==> src/rtl/alu_seq_ctrl.sv <==
// Multi-cycle sequencer that runs a NIB*4-bit operation through an external 4-bit ALU,
// one nibble per cycle, least-significant first, with carry chained between arithmetic passes.
module alu_seq_ctrl #(
    parameter  int NIB = 2,
    localparam int W   = 4 * NIB
) (
    input  logic         clk,
    input  logic         reset,
    input  logic         req_valid,
    output logic         req_ready,
    input  logic [2:0]   req_op,
    input  logic [W-1:0] req_a,
    input  logic [W-1:0] req_b,
    input  logic         req_cin,
    output logic         resp_valid,
    input  logic         resp_ready,
    output logic [W-1:0] resp_r,
    output logic         resp_zero,
    output logic         resp_carry,
    output logic         resp_sign,
    output logic [3:0]   alu_a,
    output logic [3:0]   alu_b,
    output logic         alu_c_in,
    output logic [1:0]   alu_op,
    output logic         alu_l,
    input  logic [3:0]   alu_r,
    input  logic         alu_zero,
    input  logic         alu_c_out,
    input  logic         alu_sign
);

    localparam int IDX_W = (NIB > 1) ? $clog2(NIB) : 1;
    localparam logic [IDX_W-1:0] LAST_IDX = IDX_W'(NIB - 1);

    typedef enum logic [1:0] {
        S_IDLE,
        S_RUN,
        S_DONE
    } state_t;

    state_t           r_state;
    logic [IDX_W-1:0] r_idx;
    logic [W-1:0]     r_result;
    logic             r_zero_acc;
    logic             r_carry;
    logic             r_sign;

    logic [2:0]       r_op;
    logic [W-1:0]     r_a;
    logic [W-1:0]     r_b;
    logic             r_cin;

    logic             w_arith;
    logic             w_accept;
    logic [3:0]       w_alu_a;
    logic [3:0]       w_alu_b;
    logic             w_alu_c_in;
    logic [1:0]       w_alu_op;
    logic             w_alu_l;

    assign w_arith  = ~r_op[2];
    assign w_accept = (r_state == S_IDLE) && req_valid;

    // Operand latch carries no reset: it is only observed while in RUN.
    always_ff @(posedge clk) begin
        if (w_accept) begin
            r_op  <= req_op;
            r_a   <= req_a;
            r_b   <= req_b;
            r_cin <= req_cin;
        end
    end

    // ALU drive is quiet (all zero) outside RUN.
    always_comb begin
        w_alu_a    = 4'h0;
        w_alu_b    = 4'h0;
        w_alu_c_in = 1'b0;
        w_alu_op   = 2'b00;
        w_alu_l    = 1'b0;
        if (r_state == S_RUN) begin
            w_alu_a = r_a[4*r_idx +: 4];
            w_alu_b = r_b[4*r_idx +: 4];
            w_alu_l = r_op[2];
            if (!w_arith) begin
                w_alu_op = r_op[1:0];
            end else begin
                w_alu_op = r_op[1] ? 2'b00 : 2'b10;
                if (r_idx != '0) begin
                    w_alu_c_in = r_carry;
                end else begin
                    case (r_op[1:0])
                        2'b01:   w_alu_c_in = r_cin;
                        2'b10:   w_alu_c_in = 1'b1;
                        default: w_alu_c_in = 1'b0;
                    endcase
                end
            end
        end
    end

    always_ff @(posedge clk or negedge reset) begin
        if (!reset) begin
            r_state    <= S_IDLE;
            r_idx      <= '0;
            r_result   <= '0;
            r_zero_acc <= 1'b0;
            r_carry    <= 1'b0;
            r_sign     <= 1'b0;
        end else begin
            case (r_state)
                S_IDLE: begin
                    if (req_valid) begin
                        r_state    <= S_RUN;
                        r_idx      <= '0;
                        r_result   <= '0;
                        r_zero_acc <= 1'b1;
                    end
                end
                S_RUN: begin
                    r_result[4*r_idx +: 4] <= alu_r;
                    r_zero_acc             <= r_zero_acc & alu_zero;
                    // Logic ops never produce a carry, so masking here keeps resp_carry at 0 for them.
                    r_carry                <= alu_c_out & w_arith;
                    r_sign                 <= alu_sign;
                    if (r_idx == LAST_IDX) begin
                        r_state <= S_DONE;
                    end else begin
                        r_idx <= r_idx + 1'b1;
                    end
                end
                S_DONE: begin
                    if (resp_ready) begin
                        r_state <= S_IDLE;
                    end
                end
                default: r_state <= S_IDLE;
            endcase
        end
    end

    assign req_ready  = (r_state == S_IDLE);
    assign resp_valid = (r_state == S_DONE);
    assign resp_r     = r_result;
    assign resp_zero  = r_zero_acc;
    assign resp_carry = r_carry;
    assign resp_sign  = r_sign;

    assign alu_a    = w_alu_a;
    assign alu_b    = w_alu_b;
    assign alu_c_in = w_alu_c_in;
    assign alu_op   = w_alu_op;
    assign alu_l    = w_alu_l;

endmodule

==> config.mk <==
export PLATFORM = sky130hd
export DESIGN_NAME = alu_seq_ctrl
export DESIGN_NICKNAME = d
export VERILOG_FILES = /design/src/rtl/alu_seq_ctrl.sv
export SDC_FILE = /design/constraint.sdc
export NUM_CORES = 1
export LEC_CHECK = 0
export CORE_UTILIZATION = 32
export CTS_BUF_LIST = sky130_fd_sc_hd__clkbuf_2
export DETAILED_ROUTE_END_ITERATION = 8
export DONT_BUFFER_PORTS = 1
export PLACE_DENSITY = 0.48
export SLEW_MARGIN = 25
export SYNTH_ARGS = -nofsm -noshare
export SYNTH_HDL_FRONTEND = slang
export SYNTH_SLANG_ARGS = --single-unit
==> constraint.sdc <==
create_clock -name clk -period 3.21 [get_ports clk]
set_clock_uncertainty 0.1 [all_clocks]
set_input_delay 0.4815 -clock clk [delete_from_list [all_inputs] [get_ports clk]]
set_output_delay 0.4815 -clock clk [all_outputs]
set_load 0.05 [all_outputs]
==> run metrics <==
worst-case clock buffer depth=2; relative slew slack=0.372; most frequent cells in the layout=nand2_1, edfxtp_1, nor2_1, dfrtp_1, buf_4; Routed WL=2870 um; TNS Setup=0 ns; Max VDD drop=approximately 0.35 mV; commonest non-fill, non-tap cell in the layout=nand2_1; final setup fails=0; Power Dens Cells=1130 nW/um^2; Initial Util=0.335; CTS sink count=34; gpl congestion=0.720; Synth Cell Area=1470 sq um; critical path fanouts, max=18; crit path launch type=flop; critical path data arrival time=1.90 ns; Slowest cell on crit path=dfrtp_1; Post-Syn Area per Cell=12.3 sq um; Nets=167; # fillers=427; number of synthesis warnings=0; r2r endpoint=r_a[2]$_DFFE_PP_; fraction of layout instances using a drive strength above 1=0.172; die width=69.8 um; Vias=929; Die Area=4870 sq um; internal power=0.000934 W; vias in the first global route=965; register area share after synthesis=0.647; Multi-input gate area=449 sq um; Clock transition at path regs=approximately 0.15 ns; Async S/R FF share, synth=0.412; Max Slew Vio Count=0; #FFs+latches synth=34; Hold Path Stages=1; Worst R2R Start=r_state[0]$_DFFE_PN0P_; drt drc=0; Total GRT Usage=0.126; IO Count=56; unrepaired setup endpoints after global routing=no; LEAKAGE=0.712 nW; Final Cycle Share=0.773; PortBufs=0; total gr overflow=0; pre-CTS setup slack=1.13 ns; largest net degree at the start of global routing=19; number of synthesized flops with an enable pin=20; max-cap violation count=0; maximum clock frequency=0.403 GHz; height of the die=69.8 um; Synth cell types=22; Wirelength per Cell=15.4 um; Worst Reg-to-Reg Cells=2; worst skew pair latency=between 0.3 and 0.4 ns; syn_nets=153; Net Sw Frac=0.498; classification of the worst setup path=flop to output port; Pre-antenna DRT Iters=4; Routed Antenna Nets=0; Gate power share=0.370; Worst-Margin Slew=between 0.9 and 1 ns; final hold violations=0; flop-to-flop setup slack=1.41 ns; crit path time final=~2.5 ns; DP Wirelength=2110 um; Sequential Area=951 sq um; Cell Rows=24; Placed Instances=approximately 180; status=completed; Root Driver=clkbuf_2; ys flop type=edfxtp_1; WP data required=2.63 ns; Largest stage delay, worst path=0.77 ns; Worst Setup Slack, final=approximately 0.73 ns; Ant. Diodes=0; initial DRC count=27; Final Hold Slack=0.0910 ns; non-filler cells, final=between 150 and 200; clock share of power=0.139; CTS H-tree lvls=2; final core occ=0.376; Hold Path Origin=resp_ready; CP Capture Type=output port; Syn Inst Count=120; Synth-to-Final Area Change=12.3%; first-pass GRT wire length=4640 um; Post-CTS Setup Bufs=0; initial antenna violation count=0; CTS tree=yes; core area=4380 sq um; CTS buffer count=5; CTS resizes=0; power share of the sequential group=0.492; WHS Endpoint=r_state[1]$_DFFE_PN0P_; crit-path cells=nand2b_4 -> nor4_2 -> buf_4; Tightest Hold Check Type=primary input to flop; NetSw=approximately 0.00093 W; DR vias/cell=around 5
-- repair_timing --
item,in CTS,in global routing
endpoints found under the setup margin,0,0
hold buffers,1,0
endpoints found under the hold margin,14,0
-- logic make-up after synthesis --
group	synth area share
AOI/OAI and AO/OA	0.0860
xor gates and xnor gates	0.00596
adders and majority gates	0.0170
buffers and inverters	0.0511
DFF	0.647
muxes	0.0545
and+or+nand+nor	0.139
-- worst max path at each step --
stage / startpoint / endpoint
2_1_floorplan: r_state[0]$_DFFE_PN0P_ / r_a[0]$_DFFE_PP_
6_report: r_state[0]$_DFFE_PN0P_ / alu_c_in
3_3_place_gp: r_state[0]$_DFFE_PN0P_ / alu_c_in
5_1_grt: r_idx$_DFFE_PN0P_ / alu_c_in
4_1_cts: r_state[0]$_DFFE_PN0P_ / alu_c_in
3_5_place_dp: r_state[0]$_DFFE_PN0P_ / alu_c_in
-- cells in the mapped netlist (all sizes together) (3+ instances only) --
master  count  share of area
mux2i       8          0.054
a32oi       8          0.048
nor2b       3          0.013
dfrtp      14           0.24
o21ai       4          0.014
nor2       15          0.038
buf         7          0.038
inv         5          0.013
nand2      23          0.059
edfxtp     20           0.41
-- through the flow --
step	cell area, sq um	total power [W]
after global placement	1580	0.00160
final	1650	0.00186
after detailed placement	1580	0.00163
after floorplan	1470	0.00148
after CTS	1650	0.00189
after global routing	1650	0.00197
-- state kept, by name (all words and copies together) (netlist names) --
signal / count
r_b: 8
r_cin: 1
resp_sign: 1
resp_carry: 1
resp_zero: 1
r_state: 2
resp_r: 8
r_idx: 1
r_a: 8
r_op: 3
-- per-layer routing --
metal | track usage | vias to the layer above | part of all wire
li1 | - | 444 | -
met2 | 0.217 | 41 | 0.50
met5 | 0 | - | 0
met1 | 0.123 | 438 | 0.37
met4 | 0.0533 | 0 | 0.014
met3 | 0.0698 | 6 | 0.11
-- power groups by stage --
stage	Clock, W	Combinational, W	Sequential (W)
after floorplan	0	0.000653	0.000828
after global placement	0	0.000679	0.000921
after detailed placement	0	0.000695	0.000931
after CTS	0.000269	0.000700	0.000920
after global routing	0.000283	0.000747	0.000941
final	0.000258	0.000688	0.000915
-- area by class of cell --
cell class / instances / area share
clock buffer: 5 / 0.0152
clock inverter: 2 / 0.0205
inverter: 5 / 0.0114
multi-input combinational: 74 / 0.272
sequential: 34 / 0.576
tap: 52 / 0.0394
timing repair buffer: 14 / 0.0652
-- critical path, delay by kind of cell, from the launching register on --
family                 cells  cell delay (ns)
and+or+nand+nor            2             0.53
buffers and inverters      1             0.24
DFF                        1             0.77
No activity file was read; power rests on OpenSTA's default activity.
